**config.mk**
```make
export PLATFORM = sky130hd
export DESIGN_NAME = display_scan_ctrl_flat
export DESIGN_NICKNAME = d
export VERILOG_FILES = /design/src/rtl/display_scan_if.sv /design/src/rtl/display_scan_ctrl.sv /design/src/flat_wrapper.sv
export SDC_FILE = /design/constraint.sdc
export NUM_CORES = 1
export LEC_CHECK = 0
export CAP_MARGIN = 20
export CORE_UTILIZATION = 57
export CTS_BUF_LIST = sky130_fd_sc_hd__clkbuf_8
export CTS_CLUSTER_SIZE = 20
export DETAILED_ROUTE_END_ITERATION = 10
export PLACE_DENSITY = 0.82
export SLEW_MARGIN = 0
export SYNTH_ARGS = -nofsm -noshare
export SYNTH_HDL_FRONTEND = slang
export SYNTH_SLANG_ARGS = --single-unit
```
**constraint.sdc**
```tcl
create_clock -name clk -period 3.7 [get_ports clk]
set_input_delay 0.74 -clock clk [delete_from_list [all_inputs] [get_ports clk]]
set_output_delay 0.74 -clock clk [all_outputs]
set_load 0.05 [all_outputs]
```
**src/rtl/display_scan_if.sv**
```systemverilog
// Producer/display-side signal bundle for display_scan_ctrl.
// The master side is the data producer; the slave side is the scan controller.
interface display_scan_if #(
  parameter int unsigned NDIGITS = 2
);
  localparam int unsigned IW = (NDIGITS > 1) ? $clog2(NDIGITS) : 1;

  logic                   enable;
  logic [3:0]             brightness;
  logic [4*NDIGITS-1:0]   bcd_in;
  logic [NDIGITS-1:0]     points_in;
  logic                   upd_req;
  logic                   upd_ack;
  logic [IW-1:0]          digit_idx;
  logic [3:0]             bcd_out;
  logic                   point_out;
  logic [NDIGITS-1:0]     catodes;
  logic                   frame_start;

  modport master (
    output enable, brightness, bcd_in, points_in, upd_req,
    input  upd_ack, digit_idx, bcd_out, point_out, catodes, frame_start
  );

  modport slave (
    input  enable, brightness, bcd_in, points_in, upd_req,
    output upd_ack, digit_idx, bcd_out, point_out, catodes, frame_start
  );
endinterface

```
**src/rtl/display_scan_ctrl.sv**
```systemverilog
// Multiplexed 7-segment refresh scheduler: per-digit PWM dwell, blanking gap
// between digits, and shadow data swapped only at frame boundaries.
module display_scan_ctrl #(
  parameter int unsigned NDIGITS     = 2,
  parameter int unsigned PRESCALE    = 1000,
  parameter int unsigned BLANK_TICKS = 1
) (
  input  logic           clk,
  input  logic           rst,
  display_scan_if.slave  bus
);
  localparam int unsigned IW = (NDIGITS > 1) ? $clog2(NDIGITS) : 1;
  localparam int unsigned PW = (PRESCALE > 1) ? $clog2(PRESCALE) : 1;
  localparam int unsigned TW = ($clog2(BLANK_TICKS) > 4) ? $clog2(BLANK_TICKS) : 4;

  localparam logic [PW-1:0]      PRE_LAST   = PW'(PRESCALE - 1);
  localparam logic [TW-1:0]      ON_LAST    = TW'(15);
  localparam logic [TW-1:0]      BLANK_LAST = TW'(BLANK_TICKS - 1);
  localparam logic [IW-1:0]      IDX_LAST   = IW'(NDIGITS - 1);
  localparam logic [NDIGITS-1:0] ONE_HOT0   = NDIGITS'(1);

  typedef enum logic [1:0] {S_IDLE, S_ON, S_BLANK} state_t;

  state_t               state, state_n;
  logic [PW-1:0]        pre, pre_n;
  logic [TW-1:0]        tick_cnt, tick_n;
  logic [IW-1:0]        idx, idx_n;
  logic [3:0]           br_q, br_n;
  logic [4*NDIGITS-1:0] sh_bcd, sh_bcd_n;
  logic [NDIGITS-1:0]   sh_pt, sh_pt_n;
  logic                 fs_n, ack_n, tick;
  logic [NDIGITS-1:0]   cat_n;
  logic [3:0]           bcd_sel;
  logic                 pt_sel;

  always_comb begin
    state_n  = state;
    pre_n    = '0;
    tick_n   = tick_cnt;
    idx_n    = idx;
    br_n     = br_q;
    sh_bcd_n = sh_bcd;
    sh_pt_n  = sh_pt;
    fs_n     = 1'b0;
    ack_n    = 1'b0;
    tick     = (pre == PRE_LAST);

    if (!bus.enable) begin
      state_n = S_IDLE;
      tick_n  = '0;
      idx_n   = '0;
    end else begin
      unique case (state)
        S_IDLE: begin
          state_n = S_ON;
          tick_n  = '0;
          idx_n   = '0;
          fs_n    = 1'b1;
        end
        S_ON: begin
          pre_n = tick ? '0 : pre + 1'b1;
          if (tick) begin
            if (tick_cnt == ON_LAST) begin
              state_n = S_BLANK;
              tick_n  = '0;
            end else begin
              tick_n = tick_cnt + 1'b1;
            end
          end
        end
        S_BLANK: begin
          pre_n = tick ? '0 : pre + 1'b1;
          if (tick) begin
            if (tick_cnt == BLANK_LAST) begin
              state_n = S_ON;
              tick_n  = '0;
              idx_n   = (idx == IDX_LAST) ? '0 : idx + 1'b1;
              fs_n    = (idx == IDX_LAST);
            end else begin
              tick_n = tick_cnt + 1'b1;
            end
          end
        end
        default: state_n = S_IDLE;
      endcase
    end

    if (state_n == S_ON && state != S_ON) br_n = bus.brightness;

    if (fs_n && bus.upd_req) begin
      sh_bcd_n = bus.bcd_in;
      sh_pt_n  = bus.points_in;
      ack_n    = 1'b1;
    end

    // Outputs are registered from next-state values so they line up with catodes.
    bcd_sel = '0;
    pt_sel  = 1'b0;
    for (int unsigned i = 0; i < NDIGITS; i++) begin
      if (idx_n == IW'(i)) begin
        bcd_sel = sh_bcd_n[4*i +: 4];
        pt_sel  = sh_pt_n[i];
      end
    end

    cat_n = '1;
    if (state_n == S_ON && tick_n < TW'(br_n)) cat_n = ~(ONE_HOT0 << idx_n);
  end

  always_ff @(posedge clk or posedge rst) begin
    if (rst) begin
      state           <= S_IDLE;
      pre             <= '0;
      tick_cnt        <= '0;
      idx             <= '0;
      br_q            <= '0;
      sh_bcd          <= '0;
      sh_pt           <= '0;
      bus.catodes     <= '1;
      bus.bcd_out     <= '0;
      bus.point_out   <= 1'b0;
      bus.upd_ack     <= 1'b0;
      bus.frame_start <= 1'b0;
    end else begin
      state           <= state_n;
      pre             <= pre_n;
      tick_cnt        <= tick_n;
      idx             <= idx_n;
      br_q            <= br_n;
      sh_bcd          <= sh_bcd_n;
      sh_pt           <= sh_pt_n;
      bus.catodes     <= cat_n;
      bus.bcd_out     <= bcd_sel;
      bus.point_out   <= pt_sel;
      bus.upd_ack     <= ack_n;
      bus.frame_start <= fs_n;
    end
  end

  assign bus.digit_idx = idx;

endmodule

```
**src/flat_wrapper.sv**
```systemverilog
// flat-port wrapper written by rule: the top's interface ports become plain ports
module display_scan_ctrl_flat 
#(
  parameter int unsigned NDIGITS     = 2,
  parameter int unsigned PRESCALE    = 1000,
  parameter int unsigned BLANK_TICKS = 1
)
  (clk, rst, bus_enable, bus_brightness, bus_bcd_in, bus_points_in, bus_upd_req, bus_upd_ack, bus_digit_idx, bus_bcd_out, bus_point_out, bus_catodes, bus_frame_start);
  display_scan_if #(.NDIGITS(NDIGITS)) bus_i ();
  input  logic clk;
  input  logic rst;
  input wire logic [$bits(bus_i.enable)-1:0] bus_enable;
  input wire logic [$bits(bus_i.brightness)-1:0] bus_brightness;
  input wire logic [$bits(bus_i.bcd_in)-1:0] bus_bcd_in;
  input wire logic [$bits(bus_i.points_in)-1:0] bus_points_in;
  input wire logic [$bits(bus_i.upd_req)-1:0] bus_upd_req;
  output wire logic [$bits(bus_i.upd_ack)-1:0] bus_upd_ack;
  output wire logic [$bits(bus_i.digit_idx)-1:0] bus_digit_idx;
  output wire logic [$bits(bus_i.bcd_out)-1:0] bus_bcd_out;
  output wire logic [$bits(bus_i.point_out)-1:0] bus_point_out;
  output wire logic [$bits(bus_i.catodes)-1:0] bus_catodes;
  output wire logic [$bits(bus_i.frame_start)-1:0] bus_frame_start;
  assign bus_i.enable = bus_enable;
  assign bus_i.brightness = bus_brightness;
  assign bus_i.bcd_in = bus_bcd_in;
  assign bus_i.points_in = bus_points_in;
  assign bus_i.upd_req = bus_upd_req;
  assign bus_upd_ack = bus_i.upd_ack;
  assign bus_digit_idx = bus_i.digit_idx;
  assign bus_bcd_out = bus_i.bcd_out;
  assign bus_point_out = bus_i.point_out;
  assign bus_catodes = bus_i.catodes;
  assign bus_frame_start = bus_i.frame_start;
  display_scan_ctrl #(.NDIGITS(NDIGITS), .PRESCALE(PRESCALE), .BLANK_TICKS(BLANK_TICKS)) u_core (.clk(clk), .rst(rst), .bus(bus_i));
endmodule
```
## Yosys cells after proc, flatten, opt, wreduce, memory -nomap -nowiden

Cells that the tools add are included.

| cells by class | value |
|---|---|
| reduce and logical (&&, ||, !) cells | 6 |
| shift-type cells | 1 |
| bitwise gates (word level) | 1 |
| mux-type cells | 31 |
| equality and inequality tests | 6 |
| order comparisons | 1 |
| $add $sub $neg | 3 |

Operators with widths:

| kind | number |
|---|---|
| $mux W10 | 3 |
| $mux W4 | 7 |
| $mux W2 | 7 |
| $pmux W4 S3 | 1 |
| $add A10 B1 Y10 const B | 1 |
| $eq A10 B10 Y1 const B | 1 |
| $mux W1 | 9 |
| $mux W8 | 1 |
| $pmux W2 S3 | 1 |
| $add A4 B1 Y4 const B | 1 |
| $eq A2 B1 Y1 const B | 2 |
| $eq A4 B4 Y1 const B | 1 |
| $logic_not A4 Y1 | 1 |
| $lt A4 B4 Y1 | 1 |
| $pmux W1 S2 | 2 |
| $logic_and A1 B1 Y1 | 3 |
| $eq A2 B2 Y1 const B | 1 |
| $logic_not A2 Y1 | 1 |
| $ne A2 B1 Y1 const B | 1 |
| $not A2 Y2 | 1 |
| $reduce_or A2 Y1 | 1 |
| $shl A1 B1 Y2 const A | 1 |
| $add A1 B1 Y1 const B | 1 |

| word-level totals | value |
|---|---|
| input port bits | 18 |
| logic and storage cells | 61 |
| output and inout bits | 10 |
| register bits | 40 |

## Logic depth before layout (Yosys ltp)

| logic depth | value |
|---|---|
| word-level depth | 11 |
| mapped depth | 12 |
| depth with buffers taken out | 12 |

## Worst setup path before layout

OpenSTA, ideal clock, no wires.

| timing | value |
|---|---|
| path kind | flip-flop to flip-flop |
| start | reg u_core.tick_cnt[0] |
| end | reg u_core.bus.catodes[0] |
| data required time | 3602 ps |
| cell stages (with the launch flop) | 13 |
| arrival time | 3046 ps |
| library setup time | 98 ps |
| buffers on the path | 0 |
| period minus slack after synthesis | 3144 ps |
| setup slack | 556 ps |
| cells stage by stage | dfrtp_1 inv_1 ha_1 or3b_4 o41ai_4 o2bb2ai_2 nand4_4 mux2i_1 ha_1 a21o_1 a21o_1 a2111oi_2 o211ai_1 |

| on the way | value |
|---|---|
| word-level cells in the longest chain between the ends | 11 |
| elaborated cells between the ends (all ways) | 27 |
| classes of those cells | add/sub (1); order compare (1); eq/ne (2); shift (1); mux (18); bitwise (1); reduce/logical (3) |

RTL lines:

| item | RTL line | source |
|---|---|---|
| start, declared | display_scan_ctrl.sv:26 | `logic [TW-1:0] tick_cnt, tick_n;` |
| start signal, assigned | display_scan_ctrl.sv:127 | `tick_cnt <= tick_n;` |
| $eq A4 B4 Y1 or $logic_not A4 Y1 (tied branches) | display_scan_ctrl.sv:63, display_scan_ctrl.sv:74 |  |
| $mux W2 (on tied branches) | display_scan_ctrl.sv:63, display_scan_ctrl.sv:74 |  |
| $mux W2 (on tied branches) | display_scan_ctrl.sv:62, display_scan_ctrl.sv:73 |  |
| $pmux W2 S3 | display_scan_ctrl.sv:53 | `unique case (state)` |
| $mux W2 | display_scan_ctrl.sv:48 | `if (!bus.enable) begin` |
| $eq A2 B1 Y1 | display_scan_ctrl.sv:88, display_scan_ctrl.sv:107 |  |
| $logic_and A1 B1 Y1 | display_scan_ctrl.sv:88 | `if (state_n == S_ON && state != S_ON) br_n = bus.brightness;` |
| $mux W4 | display_scan_ctrl.sv:88 |  |
| $lt A4 B4 Y1 | display_scan_ctrl.sv:107 | `if (state_n == S_ON && tick_n < TW'(br_n)) cat_n = ~(ONE_HOT0 << idx_n);` |
| $logic_and A1 B1 Y1 | display_scan_ctrl.sv:107 |  |
| $mux W2 (*) | display_scan_ctrl.sv:107 |  |
| net u_core.cat_n[0] | display_scan_ctrl.sv:32 | `logic [NDIGITS-1:0] cat_n;` |
| end signal, assigned | display_scan_ctrl.sv:132 | `bus.catodes <= cat_n;` |
| end, declared | display_scan_if.sv:27 | `output upd_ack, digit_idx, bcd_out, point_out, catodes, frame_start` |

Mark *: on every way through the listed nets, which the timed path passes. The rest lies on a longest branch.

## Worst setup path after layout

Same ends and word-level chain as after synthesis.

==> impl_metrics.toml <==
[detailed_routing]
drc = 0
vias = 1544
wl_um = 4160
drt_iter0_markers = 54
dr.pass1.iters = 4
ant_nets = 0
wire_per_inst_um = 15.8
via_per_inst = 5.85

[floorplanning]
die_x_um = 62.7
start_util_pct = 61.1
die_area_sq_um = 3930
core_area_sq_um = 3440
die_y_um = 62.7
row_count = 21
ioPinCount = 28

[yosys]
syn_area_sq_um = 2100
syn-num-nets = 213
yosysUniqueCellTypes = 46
synth_top_flop_cell = "dfrtp_1"
netlist_instances = 184
synth-edff-count = 0
seq_area_frac_synth_pct = 47.7
ys_warn_count = 0
ys_ff_latch = 40
syn_avg_cell_area_sq_um = 11.4
async_flop_share_pct = 100

[timing]
finalSetupTns_ns = 0
slew_violations = 0
fin_worst_skew_ns = 0.00242
timing.final.crit_share_pct = 92.4
worst_pin_slew_ns = 0.735
grt_setup_unrepaired = "no"
relSlewSlack_pct = 51.0
hold_viol_final = 0
setup_violations = 0
post-route-min-period_ns = 3.42
fmax_mhz = 292

[clock_network]
cts_buffers = 5
postCtsHoldBufs = 0
clockRootBuffer = "clkbuf_8"
clk_path_buf_depth = 2
cts_tree = "done"
clkSinkCount = 40
post_cts_buffers = 0
clkTransAtPathRegs_ns = 0.07
cts.htree.levels = 2
clock_latency_ns = 0.28
cts-resized-gates = 0

[setup_path]
crit_fanout = 6
path_cells = "inv_1 > ha_1 > or3b_4 > o41ai_4 > o2bb2ai_2 > nand4_4 > mux2i_1 > ha_1 > a21o_1 > a21o_1 > a2111oi_2 > o211ai_1"
critPathCaptureType = "flop"
cp_num_buf_inv = 1
crit_path_max_incr_delay_ns = 0.47
path_delay_family = "compound AO/OA/AOI/OAI gates"
critPathKind = "reg2reg"
cp.required_ns = 3.90
worstSetupStartpointType = "flop"
critPathArrivalTime_ns = 3.62
slowest_stage = "o41ai_4"

[layout]
final_cell_area_sq_um = 2520
final_cell_mix = "38 x dfrtp_1, 27 x clkdlybuf4s50_1, 18 x mux2_2, 14 x nor2_1"
drive_above_1_share_pct = 18.8
final_common_cell = "dfrtp_1"
diodes = 0
final_nets = 247
n_fill_cell = 241
area_growth_pct = 19.8

[outcome]
status = "finished clean"

[worst_hold_path]
min_path_type = "reg2reg"

[grt]
grt_start_max_net_pins = 22
grt_pass1_wl_um = 7480
grt_pass1_vias = 1666
grt_usage_pct = 24.4
gr-total-overflow = 0
antenna_found_initial = 0

[power]
power_frac_comb_pct = 26.3
p_per_area_nw_per_um2 = 427
p_int_w = 0.000754
p_leak_nw = 1.08
clockPowerShare_pct = 25.2
p_sw_w = 0.000322
power.total_w = 0.00108
seqPwrFrac_pct = 48.4
power_switching_share_pct = 29.9
peakVddDrop_v = 0.000292

[run]
maxCapViolations = 0

[placement]
place.gp.congestion = 0.900
placed_cell_area_sq_um = 2440
dp_hpwl_um = 3210
numPortBuffers = 27
-- synthesized netlist by cell type, types with 2 or more instances --
master / n / area [sq um]
nand2_1: 8 / 30.0
nor4_1: 3 / 18.8
or2_2: 2 / 12.5
nand2b_1: 2 / 12.5
a21o_1: 2 / 15.0
ha_1: 11 / 138
o21ai_1: 2 / 10.0
a21oi_1: 2 / 10.0
a31o_2: 2 / 17.5
mux2i_1: 6 / 60.1
a31oi_1: 2 / 12.5
dfstp_2: 2 / 52.6
xnor2_1: 5 / 43.8
inv_1: 11 / 41.3
nand4b_1: 2 / 17.5
nor2b_1: 2 / 12.5
nand3_1: 10 / 50.1
nand4_1: 3 / 18.8
dfrtp_1: 38 / 951
and3_1: 6 / 37.5
o211ai_1: 3 / 22.5
xor2_1: 4 / 35.0
nor2_1: 14 / 52.6
mux2_2: 18 / 203
nor3_1: 2 / 10.0
or3_1: 2 / 12.5
-- worst paths after layout --
kind,from,to,slack [ns],depth (start not counted)
worst max-delay path,u_core.tick_cnt[0]$_DFF_PP0_,u_core.bus.catodes[0]$_DFF_PP1_,0.28,12
worst min-delay path,u_core.sh_bcd[2]$_DFF_PP0_,u_core.sh_bcd[2]$_DFF_PP0_,0.50,1
worst max register to register,u_core.tick_cnt[0]$_DFF_PP0_,u_core.bus.catodes[0]$_DFF_PP1_,0.28,12
worst min register to register,u_core.sh_bcd[2]$_DFF_PP0_,u_core.sh_bcd[2]$_DFF_PP0_,0.50,1
max in group asynchronous,rst,u_core.bus.catodes[1]$_DFF_PP1_,2.02,3
min in group asynchronous,rst,u_core.bus.bcd_out[3]$_DFF_PP0_,0.88,2
-- power groups by stage --
stage	clock network [W]	logic (W)	registers, W
2_1_floorplan	0	0.000139	0.000586
3_3_place_gp	0	0.000272	0.000527
3_5_place_dp	0	0.000284	0.000530
4_1_cts	0.000279	0.000285	0.000521
5_1_grt	0.000293	0.000307	0.000527
6_report	0.000271	0.000283	0.000521
-- logic make-up after synthesis --
| kind of cell | after synthesis | share of synthesized area, % |
|---|---|---|
| fa+ha+maj | 11 | 6.55 |
| compound gates | 21 | 8.87 |
| flops | 40 | 47.7 |
| buf+inv | 15 | 2.92 |
| mux | 24 | 12.5 |
| xor+xnor | 9 | 3.75 |
| simple gates | 64 | 17.7 |
-- sequential cells by signal, indices dropped and copies added, names as in the netlist --
name                    cells
u_core.bus.bcd_out          4
u_core.bus.point_out        1
u_core.br_q                 4
u_core.tick_cnt             4
u_core.sh_pt                2
u_core.state                2
u_core.bus.digit_idx        1
u_core.sh_bcd               8
u_core.pre                 10
u_core.bus.catodes          2
u_core.bus.upd_ack          1
u_core.bus.frame_start      1
-- area by class of cell --
class | count | area (sq um) | share of cell area (%)
Multi-Input combinational cell | 129 | 1040 | 41.2
Inverter | 12 | 45.0 | 1.79
Timing Repair Buffer | 30 | 293 | 11.6
Sequential cell | 40 | 1000 | 39.9
Clock buffer | 5 | 68.8 | 2.73
Clock inverter | 2 | 12.5 | 0.497
Tap cell | 46 | 57.6 | 2.29
-- through the flow --
stage                     hold slack [ns]  instances  setup WS, ns  utilization [%]
final                               0.498        264         0.280             73.1
after CTS                           0.503        264         0.280             73.1
after global routing                0.518        264         0.104             73.1
after global placement              0.476        257         0.455             70.8
after detailed placement            0.486        257         0.301             70.8
after floorplan                     0.455        184         0.556                -
-- layer usage --
metal / track usage, % / routed length (um) / vias up / share of wire [%]
li1: - / - / 732 / -
met1: 28.6 / 1740 / 756 / 42
met2: 42.4 / 2130 / 45 / 51
met3: 6.39 / 206 / 11 / 5.0
met4: 9.59 / 85 / 0 / 2.0
met5: 0 / 0 / - / 0
-- worst register-to-register path, delay by kind of cell (launching register included) --
kind                       cells  cell delay [ns]
AOI/OAI and AO/OA              6             1.57
and+or+nand+nor                2             0.63
adders and majority gates      2             0.46
DFF                            1             0.43
muxes                          1             0.17
buffers and inverters          1             0.08
Note: power is estimated with default switching activity, not from simulation.
